## src/rtl/portgroup_rx_ctrl_pkg.sv

```systemverilog
// Shared types and constants for the portgroup RX sequencer.
package portgroup_rx_pkg;

  // Sequencer occupancy state: OFF while disabled, otherwise the number of filled slots.
  typedef enum logic [1:0] {
    OFF   = 2'd0,
    EMPTY = 2'd1,
    HALF  = 2'd2,
    FULL  = 2'd3
  } rx_state_t;

  localparam int DROPCNT_W = 8;

endpackage

```

## src/rtl/portgroup_rx_ctrl_if.sv

```systemverilog
// Bus/stream bundle between the RX source and register file and the portgroup RX sequencer.
// master: drives the RX stream and bus strobes; slave: the sequencer itself.
interface portgroup_rx_ctrl_if #(
  parameter int width_p = 32
);
  import portgroup_rx_pkg::*;

  logic                 regf_ctrl_ena_rval_i;
  logic                 rx_valid_i;
  logic [width_p-1:0]   rx_data_i;
  logic                 regf_rx_data0_rd_i;
  logic                 regf_rx_data1_rd_i;
  logic                 ovfl_clr_i;
  logic [width_p-1:0]   regf_rx_data0_rbus_o;
  logic [width_p-1:0]   regf_rx_data1_rbus_o;
  logic [1:0]           rx_avail_o;
  logic                 ovfl_o;
  logic                 irq_o;
  logic [DROPCNT_W-1:0] drop_cnt_o;

  modport master (
    output regf_ctrl_ena_rval_i, rx_valid_i, rx_data_i,
           regf_rx_data0_rd_i, regf_rx_data1_rd_i, ovfl_clr_i,
    input  regf_rx_data0_rbus_o, regf_rx_data1_rbus_o, rx_avail_o,
           ovfl_o, irq_o, drop_cnt_o
  );

  modport slave (
    input  regf_ctrl_ena_rval_i, rx_valid_i, rx_data_i,
           regf_rx_data0_rd_i, regf_rx_data1_rd_i, ovfl_clr_i,
    output regf_rx_data0_rbus_o, regf_rx_data1_rbus_o, rx_avail_o,
           ovfl_o, irq_o, drop_cnt_o
  );
endinterface

```

## src/rtl/portgroup_rx_ctrl_slot.sv

```systemverilog
// One RX data slot: data register plus valid bit. Set loads data and marks valid;
// clear only drops the valid bit so the bus keeps reading the last word.
module portgroup_rx_slot #(
  parameter int width_p = 32
) (
  input  logic               i_clk,
  input  logic               i_rst_n,
  input  logic               i_set,
  input  logic               i_clr,
  input  logic [width_p-1:0] i_data,
  output logic [width_p-1:0] o_data,
  output logic               o_vld
);

  logic [width_p-1:0] r_data;
  logic               r_vld;

  // Capture on set; set beats a concurrent clear (a read of an empty slot is meaningless).
  always_ff @(posedge i_clk or negedge i_rst_n) begin
    if (!i_rst_n) begin
      r_data <= '0;
      r_vld  <= 1'b0;
    end else if (i_set) begin
      r_data <= i_data;
      r_vld  <= 1'b1;
    end else if (i_clr) begin
      r_vld  <= 1'b0;
    end
  end

  assign o_data = r_data;
  assign o_vld  = r_vld;

endmodule

```

## src/rtl/portgroup_rx_ctrl.sv

```systemverilog
// Portgroup RX sequencer: captures a non-stallable RX word stream into two ping-pong
// slots read back over the register bus, tracks overflow and raises an interrupt while
// data is pending.
// Optional feature macro: PORTGROUP_RX_CTRL_DROPCNT_EN (saturating dropped-word counter).
module portgroup_rx_ctrl
  import portgroup_rx_pkg::*;
#(
  parameter int width_p = 32
) (
  input  logic                main_clk_i,
  input  logic                main_rst_an_i,
  portgroup_rx_ctrl_if.slave  bus
);

  logic       w_ena;
  logic       w_acc;
  logic       w_wr;
  logic       w_drop;
  logic [1:0] w_avail;
  logic [1:0] w_set;
  logic [1:0] w_clr;
  logic [1:0] w_avail_nxt;
  logic       w_irq_nxt;
  rx_state_t  w_state_nxt;

  logic       r_wp;
  logic       r_ovfl;
  logic       r_irq;
  rx_state_t  r_state;

  assign w_ena  = bus.regf_ctrl_ena_rval_i;
  assign w_acc  = bus.rx_valid_i & w_ena;
  // Write/drop decision uses the pre-read valid bit, so a read of slot wp in the
  // same cycle does not make room for the incoming word.
  assign w_wr   = w_acc & ~w_avail[r_wp];
  assign w_drop = w_acc &  w_avail[r_wp];

  assign w_set[0] = w_wr & ~r_wp;
  assign w_set[1] = w_wr &  r_wp;
  // Disable flushes both valid bits; slot data is retained.
  assign w_clr[0] = ~w_ena | bus.regf_rx_data0_rd_i;
  assign w_clr[1] = ~w_ena | bus.regf_rx_data1_rd_i;

  portgroup_rx_slot #(.width_p(width_p)) u_slot0 (
    .i_clk   (main_clk_i),
    .i_rst_n (main_rst_an_i),
    .i_set   (w_set[0]),
    .i_clr   (w_clr[0]),
    .i_data  (bus.rx_data_i),
    .o_data  (bus.regf_rx_data0_rbus_o),
    .o_vld   (w_avail[0])
  );

  portgroup_rx_slot #(.width_p(width_p)) u_slot1 (
    .i_clk   (main_clk_i),
    .i_rst_n (main_rst_an_i),
    .i_set   (w_set[1]),
    .i_clr   (w_clr[1]),
    .i_data  (bus.rx_data_i),
    .o_data  (bus.regf_rx_data1_rbus_o),
    .o_vld   (w_avail[1])
  );

  // Write pointer: strict 0,1,0,1 order; parked at slot 0 while disabled.
  always_ff @(posedge main_clk_i or negedge main_rst_an_i) begin
    if (!main_rst_an_i) begin
      r_wp <= 1'b0;
    end else if (!w_ena) begin
      r_wp <= 1'b0;
    end else if (w_wr) begin
      r_wp <= ~r_wp;
    end
  end

  // Sticky overflow: a new drop wins over a simultaneous clear.
  always_ff @(posedge main_clk_i or negedge main_rst_an_i) begin
    if (!main_rst_an_i) begin
      r_ovfl <= 1'b0;
    end else if (w_drop) begin
      r_ovfl <= 1'b1;
    end else if (bus.ovfl_clr_i) begin
      r_ovfl <= 1'b0;
    end
  end

  // Occupancy state next-state and interrupt decode.
  always_comb begin
    w_state_nxt = r_state;
    w_irq_nxt   = 1'b0;
    w_avail_nxt = w_set | (w_avail & ~w_clr);
    if (!w_ena) begin
      w_state_nxt = OFF;
    end else begin
      unique case (w_avail_nxt)
        2'b00:   w_state_nxt = EMPTY;
        2'b11:   w_state_nxt = FULL;
        default: w_state_nxt = HALF;
      endcase
    end
    // HALF/FULL imply at least one pending word captured while enabled.
    w_irq_nxt = w_ena & ((r_state == HALF) | (r_state == FULL));
  end

  // State and interrupt registers.
  always_ff @(posedge main_clk_i or negedge main_rst_an_i) begin
    if (!main_rst_an_i) begin
      r_state <= OFF;
      r_irq   <= 1'b0;
    end else begin
      r_state <= w_state_nxt;
      r_irq   <= w_irq_nxt;
    end
  end

`ifdef PORTGROUP_RX_CTRL_DROPCNT_EN
  logic [DROPCNT_W-1:0] r_drop_cnt;

  // Saturating dropped-word counter; clear wins over a simultaneous increment.
  always_ff @(posedge main_clk_i or negedge main_rst_an_i) begin
    if (!main_rst_an_i) begin
      r_drop_cnt <= '0;
    end else if (bus.ovfl_clr_i) begin
      r_drop_cnt <= '0;
    end else if (w_drop && (r_drop_cnt != {DROPCNT_W{1'b1}})) begin
      r_drop_cnt <= r_drop_cnt + 1'b1;
    end
  end

  assign bus.drop_cnt_o = r_drop_cnt;
`else
  assign bus.drop_cnt_o = '0;
`endif

  assign bus.rx_avail_o = w_avail;
  assign bus.ovfl_o     = r_ovfl;
  assign bus.irq_o      = r_irq;

endmodule

```

## src/flat_wrapper.sv

```systemverilog
// flat-port wrapper written by rule: the top's interface ports become plain ports
module portgroup_rx_ctrl_flat import portgroup_rx_pkg::*;
#(
  parameter int width_p = 32
)
  (main_clk_i, main_rst_an_i, bus_regf_ctrl_ena_rval_i, bus_rx_valid_i, bus_rx_data_i, bus_regf_rx_data0_rd_i, bus_regf_rx_data1_rd_i, bus_ovfl_clr_i, bus_regf_rx_data0_rbus_o, bus_regf_rx_data1_rbus_o, bus_rx_avail_o, bus_ovfl_o, bus_irq_o, bus_drop_cnt_o);
  portgroup_rx_ctrl_if #(.width_p(width_p)) bus_i ();
  input  logic main_clk_i;
  input  logic main_rst_an_i;
  input wire logic [$bits(bus_i.regf_ctrl_ena_rval_i)-1:0] bus_regf_ctrl_ena_rval_i;
  input wire logic [$bits(bus_i.rx_valid_i)-1:0] bus_rx_valid_i;
  input wire logic [$bits(bus_i.rx_data_i)-1:0] bus_rx_data_i;
  input wire logic [$bits(bus_i.regf_rx_data0_rd_i)-1:0] bus_regf_rx_data0_rd_i;
  input wire logic [$bits(bus_i.regf_rx_data1_rd_i)-1:0] bus_regf_rx_data1_rd_i;
  input wire logic [$bits(bus_i.ovfl_clr_i)-1:0] bus_ovfl_clr_i;
  output wire logic [$bits(bus_i.regf_rx_data0_rbus_o)-1:0] bus_regf_rx_data0_rbus_o;
  output wire logic [$bits(bus_i.regf_rx_data1_rbus_o)-1:0] bus_regf_rx_data1_rbus_o;
  output wire logic [$bits(bus_i.rx_avail_o)-1:0] bus_rx_avail_o;
  output wire logic [$bits(bus_i.ovfl_o)-1:0] bus_ovfl_o;
  output wire logic [$bits(bus_i.irq_o)-1:0] bus_irq_o;
  output wire logic [$bits(bus_i.drop_cnt_o)-1:0] bus_drop_cnt_o;
  assign bus_i.regf_ctrl_ena_rval_i = bus_regf_ctrl_ena_rval_i;
  assign bus_i.rx_valid_i = bus_rx_valid_i;
  assign bus_i.rx_data_i = bus_rx_data_i;
  assign bus_i.regf_rx_data0_rd_i = bus_regf_rx_data0_rd_i;
  assign bus_i.regf_rx_data1_rd_i = bus_regf_rx_data1_rd_i;
  assign bus_i.ovfl_clr_i = bus_ovfl_clr_i;
  assign bus_regf_rx_data0_rbus_o = bus_i.regf_rx_data0_rbus_o;
  assign bus_regf_rx_data1_rbus_o = bus_i.regf_rx_data1_rbus_o;
  assign bus_rx_avail_o = bus_i.rx_avail_o;
  assign bus_ovfl_o = bus_i.ovfl_o;
  assign bus_irq_o = bus_i.irq_o;
  assign bus_drop_cnt_o = bus_i.drop_cnt_o;
  portgroup_rx_ctrl #(.width_p(width_p)) u_core (.main_clk_i(main_clk_i), .main_rst_an_i(main_rst_an_i), .bus(bus_i));
endmodule
```

## config.mk

```make
export PLATFORM = sky130hd
export DESIGN_NAME = portgroup_rx_ctrl_flat
export DESIGN_NICKNAME = d
export VERILOG_FILES = /design/src/rtl/portgroup_rx_ctrl_pkg.sv /design/src/rtl/portgroup_rx_ctrl_if.sv /design/src/rtl/portgroup_rx_ctrl_slot.sv /design/src/rtl/portgroup_rx_ctrl.sv /design/src/flat_wrapper.sv
export SDC_FILE = /design/constraint.sdc
export NUM_CORES = 1
export LEC_CHECK = 0
export CAP_MARGIN = 20
export CORE_MARGIN = 4
export CORE_UTILIZATION = 39
export CTS_CLUSTER_SIZE = 40
export DETAILED_ROUTE_END_ITERATION = 16
export HOLD_SLACK_MARGIN = 0.12
export PLACE_DENSITY = 0.76
export SYNTH_ARGS = -nofsm -noshare
export SYNTH_HDL_FRONTEND = slang
export SYNTH_SLANG_ARGS = --single-unit
```

## constraint.sdc

```tcl
create_clock -name main_clk_i -period 1.55 [get_ports main_clk_i]
set_input_delay 0.2325 -clock main_clk_i [delete_from_list [all_inputs] [get_ports main_clk_i]]
set_output_delay 0.2325 -clock main_clk_i [all_outputs]
set_load 0.03 [all_outputs]
```

Yosys cells after proc, flatten, opt, wreduce, memory -nomap -nowiden:

Cells that the tools add are included.

* register bits after elaboration: 71
* bits of input ports: 39
* word-level logic and storage cells: 44

* order comparisons: 1
* eq/ne operators: 4
* muxes and demuxes: 12
* bitwise gates (word level): 15
* reductions and logical operators: 4

Operators with widths (number)
* 1-bit two-way mux: 10
* 1-bit bitwise AND: 6
* 2-bit == test (second input constant): 3
* 2-bit nonzero test: 3
* 2-bit one-hot mux with 2 select lines: 1
* 1-bit NOT: 3
* 1-bit OR: 3
* 2-bit bitwise AND: 1
* 2-bit zero test: 1
* 1-bit by 2-bit < comparator with 1-bit output (second input constant): 1
* 2-bit two-way mux: 1
* 2-bit by 1-bit inequality test with 1-bit output (second input constant): 1
* 2-bit NOT: 1
* 2-bit OR: 1

Logic depth before layout (Yosys ltp):

Gate-level depths: netlist (run 1).

* word-level depth: 9
* gate-level depth with buffers: 7

Modules after synthesis:

From an unflattened synthesis (run 1), not the netlist that was laid out.

* cell total of the unflattened synthesis: 174
* area, all modules: 3064.2 um^2

Modules (own cells, without submodules)
* portgroup_rx_slot: times used 2, cells an instance 71, area each 1377.6 um^2
* portgroup_rx_ctrl: times used 1, cells an instance 32, area each 309.0 um^2

Least setup slack after synthesis (run 1):

OpenSTA, ideal clock, no wires.

* path kind: register to register
* from: register u_core.r_wp
* to: register u_core.r_state[1]
* arrival: 1.457 ns
* required time: 1.477 ns
* setup slack: 0.020 ns
* stages on the path, launching flop included: 7
* path buffers: 2
* clock period less this slack: 1.530 ns
* cells stage by stage: dfrtp_1 > nor4bb_4 > buf_6 > buf_12 > o21ba_2 > ha_1 > nor2b_1

* word-level cells in the longest chain between the ends: 9

Ends and longest elaborated chain
* start, declared: line portgroup_rx_ctrl.sv:26 `logic r_wp;`
* start signal, assigned: line portgroup_rx_ctrl.sv:71 `r_wp <= ~r_wp;`
* 1-bit two-way mux (not written as such) (2 in a row): line portgroup_rx_ctrl.sv:35 `assign w_wr = w_acc & ~w_avail[r_wp];`
* 1-bit NOT: line portgroup_rx_ctrl.sv:35
* 1-bit bitwise AND: line portgroup_rx_ctrl.sv:35
* 1-bit bitwise AND, on equally long branches: line portgroup_rx_ctrl.sv:38, portgroup_rx_ctrl.sv:39
* 2-bit OR (*): line portgroup_rx_ctrl.sv:90 `w_avail_nxt = w_set | (w_avail & ~w_clr);`
* 2-bit == test or 2-bit zero test (tied branches): line portgroup_rx_ctrl.sv:94 `unique case (w_avail_nxt)`
* 2-bit one-hot mux with 2 select lines (*): line portgroup_rx_ctrl.sv:94
* 2-bit two-way mux (*): line portgroup_rx_ctrl.sv:91 `if (!w_ena) begin`
* net u_core.w_state_nxt[1]: line portgroup_rx_ctrl.sv:24 `rx_state_t w_state_nxt;`
* end signal, assigned: line portgroup_rx_ctrl.sv:110 `r_state <= w_state_nxt;`
* end, declared: line portgroup_rx_ctrl.sv:29 `rx_state_t r_state;`

The timed path passes the listed nets; every way through them passes the cells marked *. The select of a mux whose other input is x is not followed.
A chain may end at the register's enable or synchronous reset.

Worst setup path in the final report (run 1):

* from: register u_core.u_slot0.r_vld, in the netlist u_core.u_slot0.o_vld
* to: register u_core.u_slot0.r_data[6], in the netlist u_core.u_slot0.o_data[6]

* word-level cells in the longest chain between the ends: 5

Ends and longest elaborated chain
* start, declared: line portgroup_rx_ctrl_slot.sv:16 `logic r_vld;`
* start signal, assigned: line portgroup_rx_ctrl_slot.sv:22 `r_vld <= 1'b0;`
* start signal, assigned: line portgroup_rx_ctrl_slot.sv:25 `r_vld <= 1'b1;`
* start signal, assigned: line portgroup_rx_ctrl_slot.sv:27 `r_vld <= 1'b0;`
* 1-bit two-way mux (not written as such) (2 in a row): line portgroup_rx_ctrl.sv:35
* 1-bit NOT: line portgroup_rx_ctrl.sv:35
* 1-bit bitwise AND: line portgroup_rx_ctrl.sv:35
* 1-bit bitwise AND: line portgroup_rx_ctrl.sv:38 `assign w_set[0] = w_wr & ~r_wp;`
* end signal, assigned: line portgroup_rx_ctrl_slot.sv:24 `r_data <= i_data;`
* end, declared: line portgroup_rx_ctrl_slot.sv:15 `logic [width_p-1:0] r_data;`

Every way passes these cells. The select of a mux whose other input is x is not followed.

==> results of run 1 <==
-- routing by layer --
metal,vias to the layer above,global-route usage [%]
li1,826,-
met1,910,17.5
met2,73,24.0
met3,10,4.70
met4,0,5.78
met5,-,0
-- report_power, final --
part | switching (mW) | internal (mW)
clock | 0.637 | 0.618
combinational | 1.76 | 1.28
sequential | 0.291 | 2.41
-- Yosys cell counts --
library cell and instances:
buf_6 4, a31o_2 1, nand2_1 3, o22ai_1 1, dfrtp_1 70, o21bai_1 1
buf_4 10, nor2b_1 1, o21ba_2 1, and2_1 2, mux2i_1 1, buf_2 1
conb_1 1, nand4b_4 1, nor4bb_4 1, buf_12 3, nand3b_1 1, inv_1 1
mux2_2 37, mux2_4 27, ha_1 1
-- timing repair --
action                                 4_1_cts  5_1_grt
gates cloned                                 0        2
gates resized for setup                     70        4
setup endpoints to repair                   69       22
pin swaps                                    1        1
buffers inserted                             2        1
endpoints found under the hold margin       15        0
hold buffers                                 1        0
-- kinds of logic after synthesis --
kind of cell,Yosys count,share of synthesized area [%]
AOI/OAI and AO/OA,4,1.12
adders and majority gates,1,0.430
buffers and inverters,19,6.50
DFF,70,60.2
muxes,65,28.6
other,1,0.129
and+or+nand+nor,9,2.97
-- per-stage QoR --
| stage | utilization, % | hold WS [ns] | setup slack [ns] |
|---|---|---|---|
| 3_5_place_dp | 56.7 | 0.206 | -0.360 |
| 2_1_floorplan | - | -0.0631 | 0.0199 |
| 6_report | 59.3 | 0.402 | 0.00473 |
| 5_1_grt | 59.3 | 0.424 | -0.0616 |
| 4_1_cts | 58.4 | 0.408 | -0.0130 |
| 3_3_place_gp | 56.7 | 0.201 | -0.340 |
-- registers in the layout (all words and copies together), names as in the netlist --
register / flops
u_core.bus.irq_o: 1
u_core.r_state: 1
u_core.bus.ovfl_o: 1
u_core.u_slot1.o_data: 32
u_core.r_wp: 1
u_core.u_slot0.o_vld: 1
u_core.u_slot0.o_data: 32
u_core.u_slot1.o_vld: 1
-- worst paths after layout --
kind / depth (start not counted) / end / slack, ns / startpoint
max: 4 / u_core.u_slot0.o_data[6] / 0.005 / u_core.u_slot0.o_vld
min: 2 / u_core.u_slot0.o_data[8] / 0.40 / main_rst_an_i
max reg2reg: 4 / u_core.u_slot0.o_data[6] / 0.005 / u_core.u_slot0.o_vld
min reg2reg: 1 / u_core.bus.irq_o / 0.46 / u_core.r_state[1]
max in group asynchronous: 3 / u_core.u_slot1.o_data[22] / 0.63 / main_rst_an_i
min in group main_clk_i: 1 / u_core.bus.irq_o / 0.46 / u_core.r_state[1]
-- layout make-up --
cell class                      count  area (sq um)  area share, %
Multi-Input combinational cell     87           997           23.2
Sequential cell                    70          1750           40.7
Clock inverter                      4          22.5          0.524
Inverter                            1          3.75         0.0873
Tap cell                           99           124           2.88
Clock buffer                       12           145           3.38
Timing Repair Buffer              128          1260           29.2
-- worst max-delay path, stage by stage (launching register included) --
cell and delay (ns):
dfrtp_1 0.42, nor4bb_4 0.36, buf_6 0.20, clkbuf_16 0.17
mux2_4 0.29
==> results.cfg, run 1 <==
[drt]
avgViaCountPerCell = 4.54
dr_wl_met2_um = 3020
drc = 0
route.antenna.remaining_nets = 0
drt_wl_total_um = 6340
wl_per_cell_um = 15.8
top_layer = met4
wl_met3_um = 514
first_iter_violations = 33
met1_length_um = 2710
via_count = 1819
dr.pass1.iters = 3

[final_layout]
area_growth_pct = 47.9
fillers = 619
fin_nets = 337
diodes = 0
final_common_cell = dfrtp_1
drive_above_1_share_pct = 34.8
instances_no_fill = 401
mostFrequentLayoutCells = 70 x dfrtp_1, 67 x dlygate4sd2_1, 37 x clkdlybuf4s50_1, 36 x mux2_2, 28 x mux2_4
finish.instance_area_sq_um = 4300

[clock_network]
cts_buffers = 9
path_clk_slew_ns = 0.07
cts.sinks = 70
clock_path_buffers = 2
cts_root_buf = clkbuf_8
cts_tree = built
insertion_delay_ns = 0.33
htreeDepth = 3

[logic_synthesis]
synth_top_area_share_pct = 60.2
synth_warnings = 0
syn_inst = 169
yosys.area.top_type = dfrtp_1
synth_seq_cells = 70
synth_cell_types = 21
avgSynthCellArea_sq_um = 17.2
synth_area_leaders = dfrtp_1 60%, mux2_2 14%, mux2_4 14%
ys_seq_area_share_pct = 60.2
syn-cell-area_sq_um = 2910

[power_and_ir_drop]
vdd_drop_max_v = 0.000782
p_leak_nw = 2.06
cellPowerDensity_nw_per_um2 = 1630
p_total_mw = 7.00

[sta]
fmaxAchievable_mhz = 647
finalCriticalPeriod_ns = 1.55
finalClockSkew_ns = 0.00576
maxSlewViolCount = 0
hold_viol_final = 0
rsz0062_at_grt = true
period_share_pct = 99.7
timing.setup.tns_ns = 0
finalSetupViolCount = 0

[setup_path]
crit_type = reg -> reg
end_kind = register
worst-path-max-fanout = 6
worstPathArrival_ns = 1.76
required_ns = 1.76
startpoint_type = register

[global_routing]
grt_pass1_wl_um = 9830
grt_usage_pct = 14.5
grt_max_degree = 30
overflow = 0
grt_pass1_vias = 1995
grt_antenna_before_repair = 0

[placement]
place.gp.congestion = 0.666
postPlaceCellArea_sq_um = 4110
place_hpwl_um = 4690
dp.cells = 379
port_buffers = 106

[die]
fp.dieW_um = 94.3
initial_core_util_pct = 40.1
die_y_um = 94.3
io_pins = 115
dieArea_sq_um = 8900
rows = 31
core_area_sq_um = 7250

[worst_hold_path]
hp-class = in -> async

[run_status]
status = finished, final reports clean

[flow_run]
max_cap_viol_count = 0
Note: power is estimated with default switching activity, not from simulation.
==> run 2: changes to the inputs <==
--- a/config.mk
+++ b/config.mk
@@ -10,7 +10,7 @@
 export CORE_UTILIZATION = 39
 export CTS_CLUSTER_SIZE = 40
 export DETAILED_ROUTE_END_ITERATION = 16
-export HOLD_SLACK_MARGIN = 0.12
+export HOLD_SLACK_MARGIN = 0.03
 export PLACE_DENSITY = 0.76
 export SYNTH_ARGS = -nofsm -noshare
 export SYNTH_HDL_FRONTEND = slang
==> results of run 2 <==
The final DEF is identical to that of run 1; final timing and power are the same.
==> run 3: changes to the inputs <==
--- a/config.mk
+++ b/config.mk
@@ -7,11 +7,12 @@
 export LEC_CHECK = 0
 export CAP_MARGIN = 20
 export CORE_MARGIN = 4
-export CORE_UTILIZATION = 39
+export CORE_UTILIZATION = 40
 export CTS_CLUSTER_SIZE = 40
 export DETAILED_ROUTE_END_ITERATION = 16
 export HOLD_SLACK_MARGIN = 0.03
 export PLACE_DENSITY = 0.76
 export SYNTH_ARGS = -nofsm -noshare
 export SYNTH_HDL_FRONTEND = slang
+export SYNTH_HIERARCHICAL = 1
 export SYNTH_SLANG_ARGS = --single-unit
==> run 3 against run 2 <==
Area after synthesis rose by 5.4%; core utilization is 0.40 points higher; flip-flop and latch count stayed put; largest power group unchanged; highest routed layer unchanged.
==> results.cfg, run 3 <==
[setup_path]
r2r-start = u_core/u_slot1/o_vld
worst-path-max-fanout = 4
cp_top_family = buffers and inverters
slowest_stage = dfrtp_2
worstPathArrival_ns = 1.24
crit_type = reg -> out
crit_start = u_core/u_slot0/o_vld
crit_cells = 2
end_kind = primary output
regToRegSetupSlack_ns = 0.09
path_buf_inv = 2
r2r.worst_path.cells = 3
critPathMaxStageDelay_ns = 0.42
r2r_end = u_core/u_slot1/o_data[30]
required_ns = 1.32
crit_end = bus_rx_avail_o[0]
startpoint_type = register
crit_chain = buf_4, dlygate4sd2_1

[die]
fp.dieW_um = 95.5
core_area_sq_um = 7330
io_pins = 115
rows = 31
die_y_um = 95.5
dieArea_sq_um = 9130
initial_core_util_pct = 41.8

[flow_run]
max_cap_viol_count = 0

[logic_synthesis]
ys_top_cells_by_count = 70 x dfrtp_1, 58 x mux2_4, 8 x buf_4, 6 x buf_12, 6 x mux2_2
ys_seq_area_share_pct = 57.2
synth-simple-area-share_pct = 2.12
synth_enable_flop_cells = 0
synth_xor_area_share_pct = 0
yosysMostFrequentCell = dfrtp_1
synth_top_family_by_area = multiplexers
synth_cell_types = 21
syn_inst = 174
synthAdderAreaFrac_pct = 0.408
synth_top_area_share_pct = 57.2
ys_async_sr_fraction_pct = 100
synth_warnings = 6
synth_flop_cell = dfrtp_1
synth_mux_area_share_pct = 31.0
yosys.area.top_type = dfrtp_1
syn-cell-area_sq_um = 3060
synth_area_leaders = dfrtp_1 57%, mux2_4 28%, buf_12 3.9%
synth-compound-area-share_pct = 1.63
synth_seq_cells = 70
avgSynthCellArea_sq_um = 17.6

[placement]
place_hpwl_um = 4350
place.gp.congestion = 0.726
port_buffers = 106
postPlaceCellArea_sq_um = 4180
dp.cells = 377

[power_and_ir_drop]
vdd_drop_max_v = 0.000843
p_leak_nw = 2.12
cellPowerDensity_nw_per_um2 = 1660
p_total_mw = 7.24

[clock_network]
cts_tree = built
postCtsSetupBuffers = 0
cts_root_buf = clkbuf_8
cts.sinks = 70
path_clk_slew_ns = 0.07
htreeDepth = 3
clock_path_buffers = 2
insertion_delay_ns = 0.33
cts_buffers = 9

[sta]
rsz0062_at_grt = false
hold_viol_final = 0
period_share_pct = 94.8
finalClockSkew_ns = 0.00764
finalSetupViolCount = 0
fmaxAchievable_mhz = 681
finalCriticalPeriod_ns = 1.47
maxSlewViolCount = 0

[global_routing]
overflow = 0
grt_pass1_wl_um = 9770
grt_max_degree = 71
grt_usage_pct = 14.2
grt_pass1_vias = 1887
grt_antenna_before_repair = 0

[drt]
wl_per_cell_um = 15.6
avgViaCountPerCell = 4.53
via_count = 1785
dr.pass1.iters = 4
first_iter_violations = 32
drt_wl_total_um = 6140
drc = 0
route.antenna.remaining_nets = 0

[worst_hold_path]
hp-class = in -> async

[run_status]
status = finished, final reports clean

[final_layout]
diodes = 0
finish.instance_area_sq_um = 4380
fin_nets = 330
instances_no_fill = 394
final_util_pct = 59.7
drive_above_1_share_pct = 31.2
area_growth_pct = 42.8
mostFrequentLayoutCells = 69 x dfrtp_1, 68 x dlygate4sd2_1, 58 x mux2_4, 37 x clkdlybuf4s50_1, 10 x clkbuf_8
final_common_cell = dfrtp_1
-- run 3: metrics by stage --
step / setup slack [ns] / hold slack (ns) / setup TNS, ns
3_5_place_dp: -0.277 / 0.284 / -14.83
3_3_place_gp: -0.234 / 0.282 / -12.49
2_1_floorplan: 0.00863 / -0.0631 / 0
4_1_cts: 0.0565 / 0.453 / 0
5_1_grt: 0.0134 / 0.478 / 0
6_report: 0.0806 / 0.448 / 0
-- run 3: where the power goes --
| group | switching, mW | total (mW) | internal [mW] |
|---|---|---|---|
| clock network | 0.663 | 1.95 | 1.28 |
| registers | 0.281 | 2.60 | 2.32 |
| logic | 1.49 | 2.69 | 1.20 |
| total | 2.44 | 7.24 | 4.80 |
-- run 3: worst reg2reg max path: cells and delay by family, from the launching register on --
family        cells  cell delay (ns)
buf+inv           1             0.19
flops             1             0.44
mux               1             0.35
simple gates      1             0.37
-- run 3: cell type report --
type / instances / area (sq um)
Clock inverter: 5 / 129
Clock buffer: 11 / 141
Fill cell: 574 / 2960
Sequential cell: 70 / 1750
Tap cell: 99 / 124
Inverter: 5 / 18.8
Multi-Input combinational cell: 89 / 1110
Timing Repair Buffer: 115 / 1100
-- run 3: worst min-delay path by stage --
| stage | from | endpoint | slack (ns) |
|---|---|---|---|
| finish | main_rst_an_i | u_core/u_slot0/o_data[6] | 0.45 |
| global route | main_rst_an_i | u_core/u_slot0/o_data[16] | 0.48 |
| CTS | main_rst_an_i | u_core/u_slot0/o_data[4] | 0.45 |
| detailed placement | main_rst_an_i | u_core/u_slot0/o_data[16] | 0.28 |
| global placement | main_rst_an_i | u_core/u_slot0/o_data[16] | 0.28 |
| floorplan | main_rst_an_i | u_core/bus.irq_o | -0.06 |
-- run 3: repair_timing --
action / CTS / global route
gates resized for setup: 68 / 0
endpoints found under the hold margin: 70 / 0
hold buffers: 1 / 0
setup endpoints to repair: 68 / 0
-- run 3: kinds of logic (layout without fill, tap and decap cells) --
logic type                 count (synthesis)  in the layout
muxes                                     65             65
other                                      1              8
buffers and inverters                     22            136
and+or+nand+nor                            9              9
DFF                                       70             70
AOI/OAI and AO/OA                          6              6
adders and majority gates                  1              1
-- run 3: metal layers --
metal	vias to the layer above	GRT usage, %	wire (um)
met5	-	0	0
met4	0	4.62	69
met3	7	5.45	497
met2	74	20.7	2720
met1	889	19.3	2860
li1	815	-	-
